$ cat config.mk
export PLATFORM = sky130hd
export DESIGN_NAME = host_cmd_loader
export DESIGN_NICKNAME = d
export VERILOG_FILES = /design/src/rtl/host_cmd_loader.sv
export SDC_FILE = /design/constraint.sdc
export NUM_CORES = 1
export LEC_CHECK = 0
export BUFFER_PORTS_ARGS = -buffer_cell sky130_fd_sc_hd__buf_4
export CORE_ASPECT_RATIO = 1.25
export CORE_MARGIN = 5
export CORE_UTILIZATION = 46
export CTS_CLUSTER_DIAMETER = 50
export DETAILED_ROUTE_END_ITERATION = 10
export GPL_ROUTABILITY_DRIVEN = 1
export GPL_TIMING_DRIVEN = 0
export PLACE_DENSITY = 0.77
export SETUP_SLACK_MARGIN = 0.02
export SYNTH_ARGS = -nofsm -noshare
export SYNTH_HDL_FRONTEND = slang
export SYNTH_SLANG_ARGS = --single-unit
export TNS_END_PERCENT = 50
$ cat constraint.sdc
create_clock -name clk -period 3.4 [get_ports clk]
set_input_delay 0.34 -clock clk [delete_from_list [all_inputs] [get_ports clk]]
set_output_delay 0.34 -clock clk [all_outputs]
set_load 0.03 [all_outputs]
$ cat src/rtl/host_cmd_loader.sv
// Host command loader: turns a UART byte stream into imem/dmem load and
// readback traffic plus CPU start/quit strobes for cpu_top.
module host_cmd_loader #(
    parameter int unsigned     TO_W        = 24,
    parameter logic [TO_W-1:0] TIMEOUT_CYC = 24'd1_000_000
) (
    input  logic        clk,
    input  logic        rst,
    input  logic [7:0]  rx_data,
    input  logic        rx_valid,
    output logic [7:0]  tx_data,
    output logic        tx_valid,
    input  logic        tx_ready,
    output logic [9:0]  i_ram_wadr,
    output logic [31:0] i_ram_wdata,
    output logic        i_ram_wen,
    output logic [9:0]  i_ram_radr,
    output logic        i_read_sel,
    input  logic [31:0] i_ram_rdata,
    output logic [9:0]  d_ram_wadr,
    output logic [31:0] d_ram_wdata,
    output logic        d_ram_wen,
    output logic [9:0]  d_ram_radr,
    output logic        d_read_sel,
    input  logic [31:0] d_ram_rdata,
    output logic        cpu_start,
    output logic [29:0] start_adr,
    output logic        quit_cmd,
    output logic        busy,
    output logic        cmd_err
);

    typedef enum logic [3:0] {
        IDLE,
        ADR,
        CNT,
        WDAT,
        WSTB,
        RD_REQ,
        RD_WAIT,
        RD_SEND,
        GADR
    } state_t;

    state_t          state_q, state_n;
    logic            is_rd_q, is_rd_n;
    logic            is_d_q, is_d_n;
    logic [1:0]      idx_q, idx_n;
    logic [9:0]      addr_q, addr_n;
    logic [8:0]      cnt_q, cnt_n;
    logic [31:0]     sreg_q, sreg_n;
    logic [TO_W-1:0] to_q, to_n;
    logic [29:0]     start_q, start_n;
    logic            go_q, go_n;
    logic            quit_q, quit_n;
    logic            err_q, err_n;
    logic            timed;
    logic            to_exp;
    logic            rd_act;

    always_ff @(posedge clk or posedge rst) begin
        if (rst) begin
            state_q <= IDLE;
            is_rd_q <= 1'b0;
            is_d_q  <= 1'b0;
            idx_q   <= '0;
            addr_q  <= '0;
            cnt_q   <= '0;
            sreg_q  <= '0;
            to_q    <= '0;
            start_q <= '0;
            go_q    <= 1'b0;
            quit_q  <= 1'b0;
            err_q   <= 1'b0;
        end else begin
            state_q <= state_n;
            is_rd_q <= is_rd_n;
            is_d_q  <= is_d_n;
            idx_q   <= idx_n;
            addr_q  <= addr_n;
            cnt_q   <= cnt_n;
            sreg_q  <= sreg_n;
            to_q    <= to_n;
            start_q <= start_n;
            go_q    <= go_n;
            quit_q  <= quit_n;
            err_q   <= err_n;
        end
    end

    // Only packet-collecting states wait on the host, so only they time out
    assign timed = (state_q == ADR) || (state_q == CNT) ||
                   (state_q == WDAT) || (state_q == GADR);

    always_comb begin
        to_n   = '0;
        to_exp = 1'b0;
        if (timed && !rx_valid) begin
            if (to_q == TIMEOUT_CYC - 1'b1) begin
                to_exp = 1'b1;
            end else begin
                to_n = to_q + 1'b1;
            end
        end
    end

    always_comb begin
        state_n = state_q;
        is_rd_n = is_rd_q;
        is_d_n  = is_d_q;
        idx_n   = idx_q;
        addr_n  = addr_q;
        cnt_n   = cnt_q;
        sreg_n  = sreg_q;
        start_n = start_q;
        go_n    = 1'b0;
        quit_n  = 1'b0;
        err_n   = 1'b0;

        unique case (state_q)
            IDLE: begin
                if (rx_valid) begin
                    idx_n = '0;
                    unique case (rx_data)
                        8'h57: begin
                            state_n = ADR;
                            is_rd_n = 1'b0;
                            is_d_n  = 1'b0;
                        end
                        8'h77: begin
                            state_n = ADR;
                            is_rd_n = 1'b0;
                            is_d_n  = 1'b1;
                        end
                        8'h52: begin
                            state_n = ADR;
                            is_rd_n = 1'b1;
                            is_d_n  = 1'b0;
                        end
                        8'h72: begin
                            state_n = ADR;
                            is_rd_n = 1'b1;
                            is_d_n  = 1'b1;
                        end
                        8'h47: state_n = GADR;
                        8'h51: quit_n = 1'b1;
                        default: err_n = 1'b1;
                    endcase
                end
            end
            ADR: begin
                if (rx_valid) begin
                    sreg_n = {sreg_q[23:0], rx_data};
                    idx_n  = idx_q + 2'd1;
                    if (idx_q[0]) begin
                        addr_n  = {sreg_q[1:0], rx_data};
                        idx_n   = '0;
                        state_n = CNT;
                    end
                end
            end
            CNT: begin
                if (rx_valid) begin
                    cnt_n   = (rx_data == 8'h00) ? 9'd256 : {1'b0, rx_data};
                    idx_n   = '0;
                    state_n = is_rd_q ? RD_REQ : WDAT;
                end
            end
            WDAT: begin
                if (rx_valid) begin
                    sreg_n = {sreg_q[23:0], rx_data};
                    idx_n  = idx_q + 2'd1;
                    if (idx_q == 2'd3) begin
                        state_n = WSTB;
                    end
                end
            end
            WSTB: begin
                addr_n = addr_q + 10'd1;
                cnt_n  = cnt_q - 9'd1;
                idx_n  = '0;
                if (cnt_q == 9'd1) begin
                    state_n = IDLE;
                end else begin
                    state_n = WDAT;
                    // A back-to-back byte here is the first of the next word
                    if (rx_valid) begin
                        sreg_n = {sreg_q[23:0], rx_data};
                        idx_n  = 2'd1;
                    end
                end
            end
            RD_REQ: begin
                state_n = RD_WAIT;
            end
            RD_WAIT: begin
                sreg_n  = is_d_q ? d_ram_rdata : i_ram_rdata;
                idx_n   = '0;
                state_n = RD_SEND;
            end
            RD_SEND: begin
                if (tx_ready) begin
                    sreg_n = {sreg_q[23:0], 8'h00};
                    idx_n  = idx_q + 2'd1;
                    if (idx_q == 2'd3) begin
                        addr_n  = addr_q + 10'd1;
                        cnt_n   = cnt_q - 9'd1;
                        state_n = (cnt_q == 9'd1) ? IDLE : RD_REQ;
                    end
                end
            end
            GADR: begin
                if (rx_valid) begin
                    sreg_n = {sreg_q[23:0], rx_data};
                    idx_n  = idx_q + 2'd1;
                    if (idx_q == 2'd3) begin
                        start_n = {sreg_q[23:0], rx_data[7:2]};
                        go_n    = 1'b1;
                        idx_n   = '0;
                        state_n = IDLE;
                    end
                end
            end
            default: begin
                state_n = IDLE;
            end
        endcase

        if (to_exp) begin
            state_n = IDLE;
            idx_n   = '0;
            err_n   = 1'b1;
        end
    end

    assign rd_act = (state_q == RD_REQ) || (state_q == RD_WAIT) ||
                    (state_q == RD_SEND);

    assign i_ram_wadr  = addr_q;
    assign i_ram_wdata = sreg_q;
    assign i_ram_wen   = (state_q == WSTB) && !is_d_q;
    assign i_ram_radr  = addr_q;
    assign i_read_sel  = rd_act && !is_d_q;

    assign d_ram_wadr  = addr_q;
    assign d_ram_wdata = sreg_q;
    assign d_ram_wen   = (state_q == WSTB) && is_d_q;
    assign d_ram_radr  = addr_q;
    assign d_read_sel  = rd_act && is_d_q;

    assign tx_valid  = (state_q == RD_SEND);
    assign tx_data   = sreg_q[31:24];
    assign cpu_start = go_q;
    assign start_adr = start_q;
    assign quit_cmd  = quit_q;
    assign cmd_err   = err_q;
    assign busy      = (state_q != IDLE);

endmodule
==> summary by stage, run 1 <==
Worst setup path
The critical path endpoint category is an output port. On the critical path, the stage with the largest delay is an instance of sky130_fd_sc_hd__nor4_1. The largest fanout on the critical path is 10. The longest individual stage delay on the worst path is 0.86 ns. The critical register-to-register path endpoint is state_q[1]$_DFFE_PP0P_. The signal on the critical path passes through buf_2 -> clkbuf_1 -> nor4_1 -> inv_1 -> buf_4.

The flop-to-flop setup slack is 0.74 ns. The launch point of the worst reg-to-reg path is state_q[0]$_DFFE_PP0P_. The path type of the worst setup path is reg2out. The number of cells on the worst reg-to-reg path is 6. The data arrival time of the worst path is 2.51 ns. The element type at the critical path start is a flop. STA puts the critical path data required time at 3.06 ns.

Power
The portion of total power attributed to sequential cells is 0.245. The power dissipated by switching net loads is 4.18 mW. The share of total power dissipated in the clock network is 0.205. Dividing total power by cell area gives a power density of 995 mW/mm^2. In this run the static leakage power is 4.42 nW. The share of total power in combinational logic is 0.550. Of the total power, the share spent switching nets is 0.446.

The internal portion of total power is 5.19 mW. Overall power consumption after layout is estimated at 9.37 mW. The worst-case IR drop observed on VDD is 742 uV.

Clock tree
The maximum clock insertion buffer count is 2. The hold-fix buffer count after cts is 0. The number of clock sinks seen by CTS is 116. The buffer type at the clock tree root is sky130_fd_sc_hd__clkbuf_16.

The H-tree generated during clock tree synthesis spans 4 levels. Clock latency on the worst-skew pair, taken at its later pin, is 0.42 ns. The CTS clock-pin slew for the worst setup and hold paths is 0.06 ns.

The clock tree from TritonCTS is yes. The number of setup buffers added after CTS is 0. In this run, CTS created clock tree buffers numbering 17. Gates resized during post-CTS repair numbered 0.

Timing
The total negative slack for setup checks is 0 ns. The actual transition at the worst max-transition pin is 0.940 ns. Setup repair after global routing left no endpoint under its margin. After layout, the minimum clock period comes to 2.85 ns. The number of slew-limit violations in the final report is 0.

Clock skew on the completed layout was measured at 0.00991 ns. The post-route fraction of the period consumed by the critical path is 0.840. The tightest hold path in the finished design has a slack of 0.0793 ns.

The worst-case headroom to the max-slew limit is 0.368. Setup violations remaining at the end of the flow were counted as 0. The final-report hold violation count is 0. The maximum frequency from static timing analysis is 350 MHz.

Finish
The combined area of the multi-input logic cells is 0.00316 sq mm. The sequential cell area is 0.00290 sq mm. The library cell used most frequently in the layout, excluding fill and tap cells, is sky130_fd_sc_hd__buf_4. The post-layout net count is 1040. Fill cells in the final layout number 1206. Of the cells placed in the final design, the portion with a size suffix greater than 1 is 0.421. The number of standard cells in the layout, taps in and fillers out is 1149. The number of antenna diodes in the final layout is 0.

The area growth from synthesis to layout is 37.5%. The top cell types in the final layout, fill and taps aside, are 293 x sky130_fd_sc_hd__buf_4, 116 x sky130_fd_sc_hd__dfrtp_1, 82 x sky130_fd_sc_hd__nor2_1.

Synth
In the synthesized netlist the dominant register cell turns out to be sky130_fd_sc_hd__dfrtp_1. Averaged over all synthesized cells, the footprint is 9.59 sq um. The number of warnings printed during yosys synthesis is 0. In this run, synthesis inferred 0 flip-flops with an integrated enable. Synthesis produced 714 cells. The mapped netlist covers 0.00685 sq mm. Counting every net in the synthesized netlist gives 796. In this run, synthesis produced a sequential element count of 116.

The fraction of synthesis flops using an asynchronous set or reset pin is 1.00. Of the synthesized area, sequential elements account for 0.424. The number of different library cells used by synthesis comes to 57.

Floorplanning
Pin placement for this block handled 227 I/O pins. The horizontal extent of the die is 119 microns. The die covers 0.0174 sq mm.

The die is 146 microns tall. After floorplanning, the core was sized to cover 0.0145 sq mm. The floorplan has 49 rows. The starting density of the core is 0.471.

Detailed routing
After detailed routing, the average wire length per cell comes to 18.3 microns. The total iterations of the first detailed-routing run is 6. The total via count in the routed design is 6214.

The starting DRC count in detailed routing is 562. In the routed design, unresolved DRC markers number 0. After detailed routing, the total wire length is 21.1 mm.

The average vias per placed instance is 5.41. The count of nets left with antenna violations once routing finished came out at 0.

Global route
The number of global-route vias before repair is 6046. The first global-routing pass estimated 33.0 mm of wire. The number of antenna violations at the first check in global routing is 0. The total overflow left after global routing is 0.

Entering global routing, the biggest net connects 43 pins. Across every metal layer, demand over resource in global routing totals 0.236.

Placed design
Including well taps, the total number of placed cells is 1117. Detailed placement ended at an HPWL of 15.9 mm. The count of buffers added on input and output ports is 223. The placer's final routability congestion estimate is 0.916.

Hold path
The worst hold-check path type is in2async.

Outcome
The flow ran to the end, and the final reports show no timing, DRC or antenna violations.

Flow run
Max-cap violations in this run came to 0.
==> worst max path at each step <==
stage,startpoint,endpoint,slack (ns)
global placement,idx_q[0]$_DFFE_PP0P_,start_adr[10]$_DFFE_PP0P_,0.83
floorplan,cnt_q[1]$_DFFE_PP0P_,d_ram_wdata[19]$_DFFE_PP0P_,1.18
finish,state_q[0]$_DFFE_PP0P_,busy,0.55
global route,state_q[0]$_DFFE_PP0P_,busy,0.47
detailed placement,idx_q[0]$_DFFE_PP0P_,start_adr[12]$_DFFE_PP0P_,0.85
CTS,state_q[0]$_DFFE_PP0P_,busy,0.62
==> cell type report <==
| type | count | share of cell area |
|---|---|---|
| Timing Repair Buffer | 225 | 0.182 |
| Inverter | 19 | 0.00797 |
| Tap cell | 178 | 0.0237 |
| Multi-Input combinational cell | 468 | 0.336 |
| Clock inverter | 14 | 0.0213 |
| Clock buffer | 18 | 0.0456 |
| Buffer | 111 | 0.0756 |
| Sequential cell | 116 | 0.308 |
==> worst max-delay path, delay by kind of cell (launching register included) <==
| kind | cells | cell delay [ns] |
|---|---|---|
| and+or+nand+nor | 1 | 0.86 |
| DFF | 1 | 0.42 |
| buffers and inverters | 4 | 0.84 |
==> metrics by stage <==
stage	utilization	setup slack (ns)	area, sq um
after floorplan	-	1.18	6850
after global placement	0.602	0.827	8750
after detailed placement	0.605	0.847	8790
after CTS	0.648	0.622	9420
after global routing	0.648	0.467	9420
final	0.648	0.545	9420
==> kinds of logic (layout without fill, tap and decap cells) <==
| kind of cell | count (synthesis) | count (layout) | synth area share |
|---|---|---|---|
| simple gates | 217 | 217 | 0.153 |
| buf+inv | 130 | 387 | 0.114 |
| compound gates | 123 | 123 | 0.112 |
| flops | 116 | 116 | 0.424 |
| mux | 100 | 100 | 0.158 |
| xor+xnor | 22 | 22 | 0.0281 |
| fa+ha+maj | 6 | 6 | 0.0110 |
==> flip-flops by register name, indices dropped and copies added (netlist names) <==
name	flops
start_adr	30
to_q	24
quit_cmd	1
state_q	4
cpu_start	1
d_ram_radr	10
is_rd_q	1
cnt_q	9
cmd_err	1
idx_q	2
is_d_q	1
d_ram_wdata	32
==> synth_stat cells, types with 7 or more instances <==
library cell               instances  area share
sky130_fd_sc_hd__o21ai_0          24       0.018
sky130_fd_sc_hd__nor2_1           82       0.045
sky130_fd_sc_hd__inv_1            19       0.010
sky130_fd_sc_hd__nand2_1          46       0.025
sky130_fd_sc_hd__nand3_1          14       0.010
sky130_fd_sc_hd__xnor2_1          16       0.020
sky130_fd_sc_hd__mux2i_1          36       0.053
sky130_fd_sc_hd__mux2_2           63        0.10
sky130_fd_sc_hd__o31ai_1          12       0.013
sky130_fd_sc_hd__clkbuf_1         23       0.013
sky130_fd_sc_hd__buf_4            70       0.077
sky130_fd_sc_hd__nand4_1          10      0.0091
sky130_fd_sc_hd__dfrtp_1         116        0.42
sky130_fd_sc_hd__nor3_1           17       0.012
sky130_fd_sc_hd__a21oi_1          48       0.035
sky130_fd_sc_hd__a31oi_1           7      0.0064
sky130_fd_sc_hd__buf_1             7      0.0038
sky130_fd_sc_hd__buf_2             8      0.0058
==> per-layer routing <==
layer / vias to the layer above / global-route usage / share of wire
met3: 38 / 0.0631 / 0.084
met1: 2953 / 0.280 / 0.38
li1: 2928 / - / -
met5: - / 0 / 0
met2: 295 / 0.409 / 0.51
met4: 0 / 0.0829 / 0.023
==> power by group through the flow <==
stage	clock network (mW)	registers, mW	logic (mW)
final	1.92	2.29	5.15
after global routing	2.00	2.35	5.47
after CTS	1.93	2.29	5.16
after detailed placement	0	2.31	5.15
after global placement	0	2.30	5.08
after floorplan	0	2.61	3.06
Power figures use the tool's default switching activity.
==> inputs of run 2 (changes only) <==
Clock period 3.4 ns to 2.35 ns, I/O delays scaled along.
==> run 2 against run 1 <==
Critical path depth is 3 higher. Routed wire length up 3.7%. Flip-flop and latch count unchanged. Power is 52% higher. Clock skew grew 0.0011 ns. Final area is 3.1% higher. Sequential share of layout area down 0.91 points. Cell count grew 0.96%. Global-route usage is 0.72 points higher. Utilization up 2.0 points. Via count grew 1.2%. Non-clock buffer count rose by 11. Largest cell class unchanged.
==> summary by stage, run 2 (synthesis results as in run 1) <==
Outcome
The flow ran to the end, and the final reports show no timing, DRC or antenna violations.

Finish
The area growth from synthesis to final layout is 41.8%. The number of antenna diodes in the final layout is 0. The top cell types in the final layout, fill and taps aside, are 297 x sky130_fd_sc_hd__buf_4, 115 x sky130_fd_sc_hd__dfrtp_1, 82 x sky130_fd_sc_hd__nor2_1.

Of the cells placed in the final design, the portion with a size suffix greater than 1 is 0.445. After routing the design area is 0.00970 sq mm. The combined area of the multi-input logic cells is 0.00332 sq mm. The library cell used most frequently in the layout, excluding fill and tap cells, is sky130_fd_sc_hd__buf_4.

The register with the most flip-flops in the layout has 32 of them. The sequential cell area is 0.00290 sq mm. At the end of the flow the core is filled with cells to 0.668.

Counting the fill cells in the layout gives 1165. The post-layout net count is 1051.

Worst setup path
The worst setup path is launched from a flop. STA classifies the critical path endpoint as a flop. By instance count, the cell type seen most on the critical path is sky130_fd_sc_hd__buf_6.

For the worst setup path, the data arrival time is 2.65 ns. The signal on the critical path passes through inv_2 -> ha_4 -> or4b_4 -> or3_4 -> o211ai_4 -> buf_6 -> buf_6 -> mux2_4. The total buffers and inverters traversed by the critical path is 3. The longest individual stage delay on the worst path is 0.46 ns. By startpoint and endpoint, the worst setup path is classified as reg2reg.

The critical path's slowest cell is sky130_fd_sc_hd__or4b_4. Data on the critical path is required at its endpoint by 2.65 ns. In this run the worst path has a maximum fanout of 5. The cell family contributing the most delay on the critical path is simple AND/OR/NAND/NOR gates.

Global route
Global routing finished with a remaining overflow of 0. In this run the most used layer during global routing was met2. The maximum number of pins on one net before global-route repair is 43.

In the global route stage, met1 resource usage came out at 0.288. The total global-route track usage is 0.243. For this run, global-route usage on met3 was measured as 0.0607. The wire length of the first global-routing pass is 34.0 mm. The number of global-route vias before repair came to 6191.

The number of antenna violations at the first check in global routing was 0. The fraction of met2 tracks used by global routing is 0.429.

Timing
Setup repair after global routing could not meet its margin everywhere. Across the routed clock network, the largest skew measured is 0.0111 ns. Dividing the final minimum period by the clock period gives 0.998.

Final hold analysis gives a worst-case slack of 0.114 ns. The actual transition at the worst max-transition pin is 0.875 ns. Derived from the worst setup path, the maximum achievable clock frequency is 426 MHz. The worst-case headroom to the max-slew limit is 0.417.

The number of slew-limit violations in the final report is 0. Setup violations remaining at the end of the flow were counted as 0. The final-report hold violation count is 0. The clock period could shrink to 2.35 ns. The total negative slack for setup checks is 0 ns.

Floorplanning
The die is 119 microns wide. The die covers 0.0174 sq mm. The core region is 0.0145 sq mm. The initial utilization of the core area, before any placement, comes to 0.471. The chip height is 146 microns.

The number of placed I/O pins is 227. The initialized floorplan defines 49 standard-cell rows.

Power
The internal portion of the total power is 7.93 mW. Summed over all nets, the switching power comes to 6.27 mW. Of the total power, registers draw 0.237. In this run the static leakage power is 4.67 nW. The total power consumption of the routed design is 14.2 mW. The share of total power in combinational logic is 0.567. The share of total power dissipated in the clock network is 0.196. The switching power as a share of total power is 0.441. The total power divided by cell area is 1460 mW/mm^2.

IR analysis of the VDD net gives a maximum drop of 1070 uV.

Placed design
The estimated wirelength of the detail-placed design is 15.9 mm. The number of input and output port buffers inserted is 223. The total cell area at the placement stage is 0.00879 sq mm. At the end of routability-driven placement, the weighted congestion stood at 0.916.

Clock tree
Counting every sink on the clock net gives 116. The H-tree was split into 4 levels. The clock latency of the later-clocked register in the worst-skew pair is 0.42 ns.

Clock tree synthesis selected as its root buffer the cell sky130_fd_sc_hd__clkbuf_16. The clock passes through at most 2 buffers. The CTS clock-pin slew for the worst setup and hold paths is 0.06 ns.

TritonCTS built the clock tree. The number of CTS-inserted buffers is 17.

Detailed routing
The first detailed-routing pass ran for 5 iterations. The DRC violations left is 0. The average vias per placed instance is 5.42. The first routing iteration left 644 violations. In the final routed layout, each cell accounts on average for 18.8 microns. Summing over every cut layer, the via total after detailed routing is 6289. Summed over all layers, the routed wires come to 21.8 mm. In this run the remaining antenna-violating nets after routing total 0.

Hold path
The worst hold path belongs to the class in2reg.

Flow run
Across the run, the number of max-cap violations was 0.
run 2: path summary, 6_finish.rpt:
| check | slack (ns) | from | end | cells after the start |
|---|---|---|---|---|
| worst max-delay path | 0.004 | cnt_q[1]$_DFFE_PP0P_ | d_ram_wdata[22]$_DFFE_PP0P_ | 8 |
| worst min-delay path | 0.11 | rx_data[2] | is_rd_q$_DFFE_PP0P_ | 2 |
| worst max register to register | 0.004 | cnt_q[1]$_DFFE_PP0P_ | d_ram_wdata[22]$_DFFE_PP0P_ | 8 |
| worst min register to register | 0.45 | to_q[0]$_DFF_PP0_ | to_q[0]$_DFF_PP0_ | 1 |
| max in group asynchronous | 0.85 | rst | idx_q[0]$_DFFE_PP0P_ | 5 |
| min in group asynchronous | 0.53 | rst | start_adr[13]$_DFFE_PP0P_ | 3 |
run 2: worst register-to-register path, stage by stage, from the launching register on:
cell and delay [ns]:
sky130_fd_sc_hd__dfrtp_1 0.39, sky130_fd_sc_hd__inv_2 0.08, sky130_fd_sc_hd__ha_4 0.11, sky130_fd_sc_hd__or4b_4 0.46, sky130_fd_sc_hd__or3_4 0.37, sky130_fd_sc_hd__o211ai_4 0.20
sky130_fd_sc_hd__buf_6 0.17, sky130_fd_sc_hd__buf_6 0.15, sky130_fd_sc_hd__mux2_4 0.31
run 2: layout make-up:
class / instances / share of cell area
flip-flops and latches: 116 / 0.299
well taps: 178 / 0.0230
multi-input cells: 468 / 0.342
repair buffers: 236 / 0.188
clock buffers: 18 / 0.0442
clock inverters: 14 / 0.0206
inverters: 19 / 0.00774
plain buffers: 111 / 0.0754
run 2: metal layers:
metal / vias up / part of all wire
met5: - / 0
met4: 0 / 0.021
met3: 37 / 0.077
met2: 278 / 0.51
met1: 3025 / 0.39
li1: 2949 / -
run 2: timing repair:
action	CTS	global route
pin swaps	2	2
hold buffers	1	0
hold endpoints to repair	23	0
cloned	3	0
endpoints found under the setup margin	59	70
resized for setup	52	14
setup buffers	6	1
run 2: power groups by stage:
stage / logic, mW / clock network (mW) / registers (mW)
3_5_place_dp: 7.44 / 0 / 3.34
2_1_floorplan: 4.42 / 0 / 3.78
3_3_place_gp: 7.34 / 0 / 3.33
6_report: 8.05 / 2.78 / 3.36
4_1_cts: 7.96 / 2.80 / 3.33
5_1_grt: 8.50 / 2.90 / 3.43
run 2: through the flow:
stage               setup WS [ns]  instances
CTS                       -0.0600       1159
detailed placement         -0.203       1117
global route              -0.0375       1160
floorplan                   0.131        714
global placement           -0.223       1115
finish                    0.00401       1160
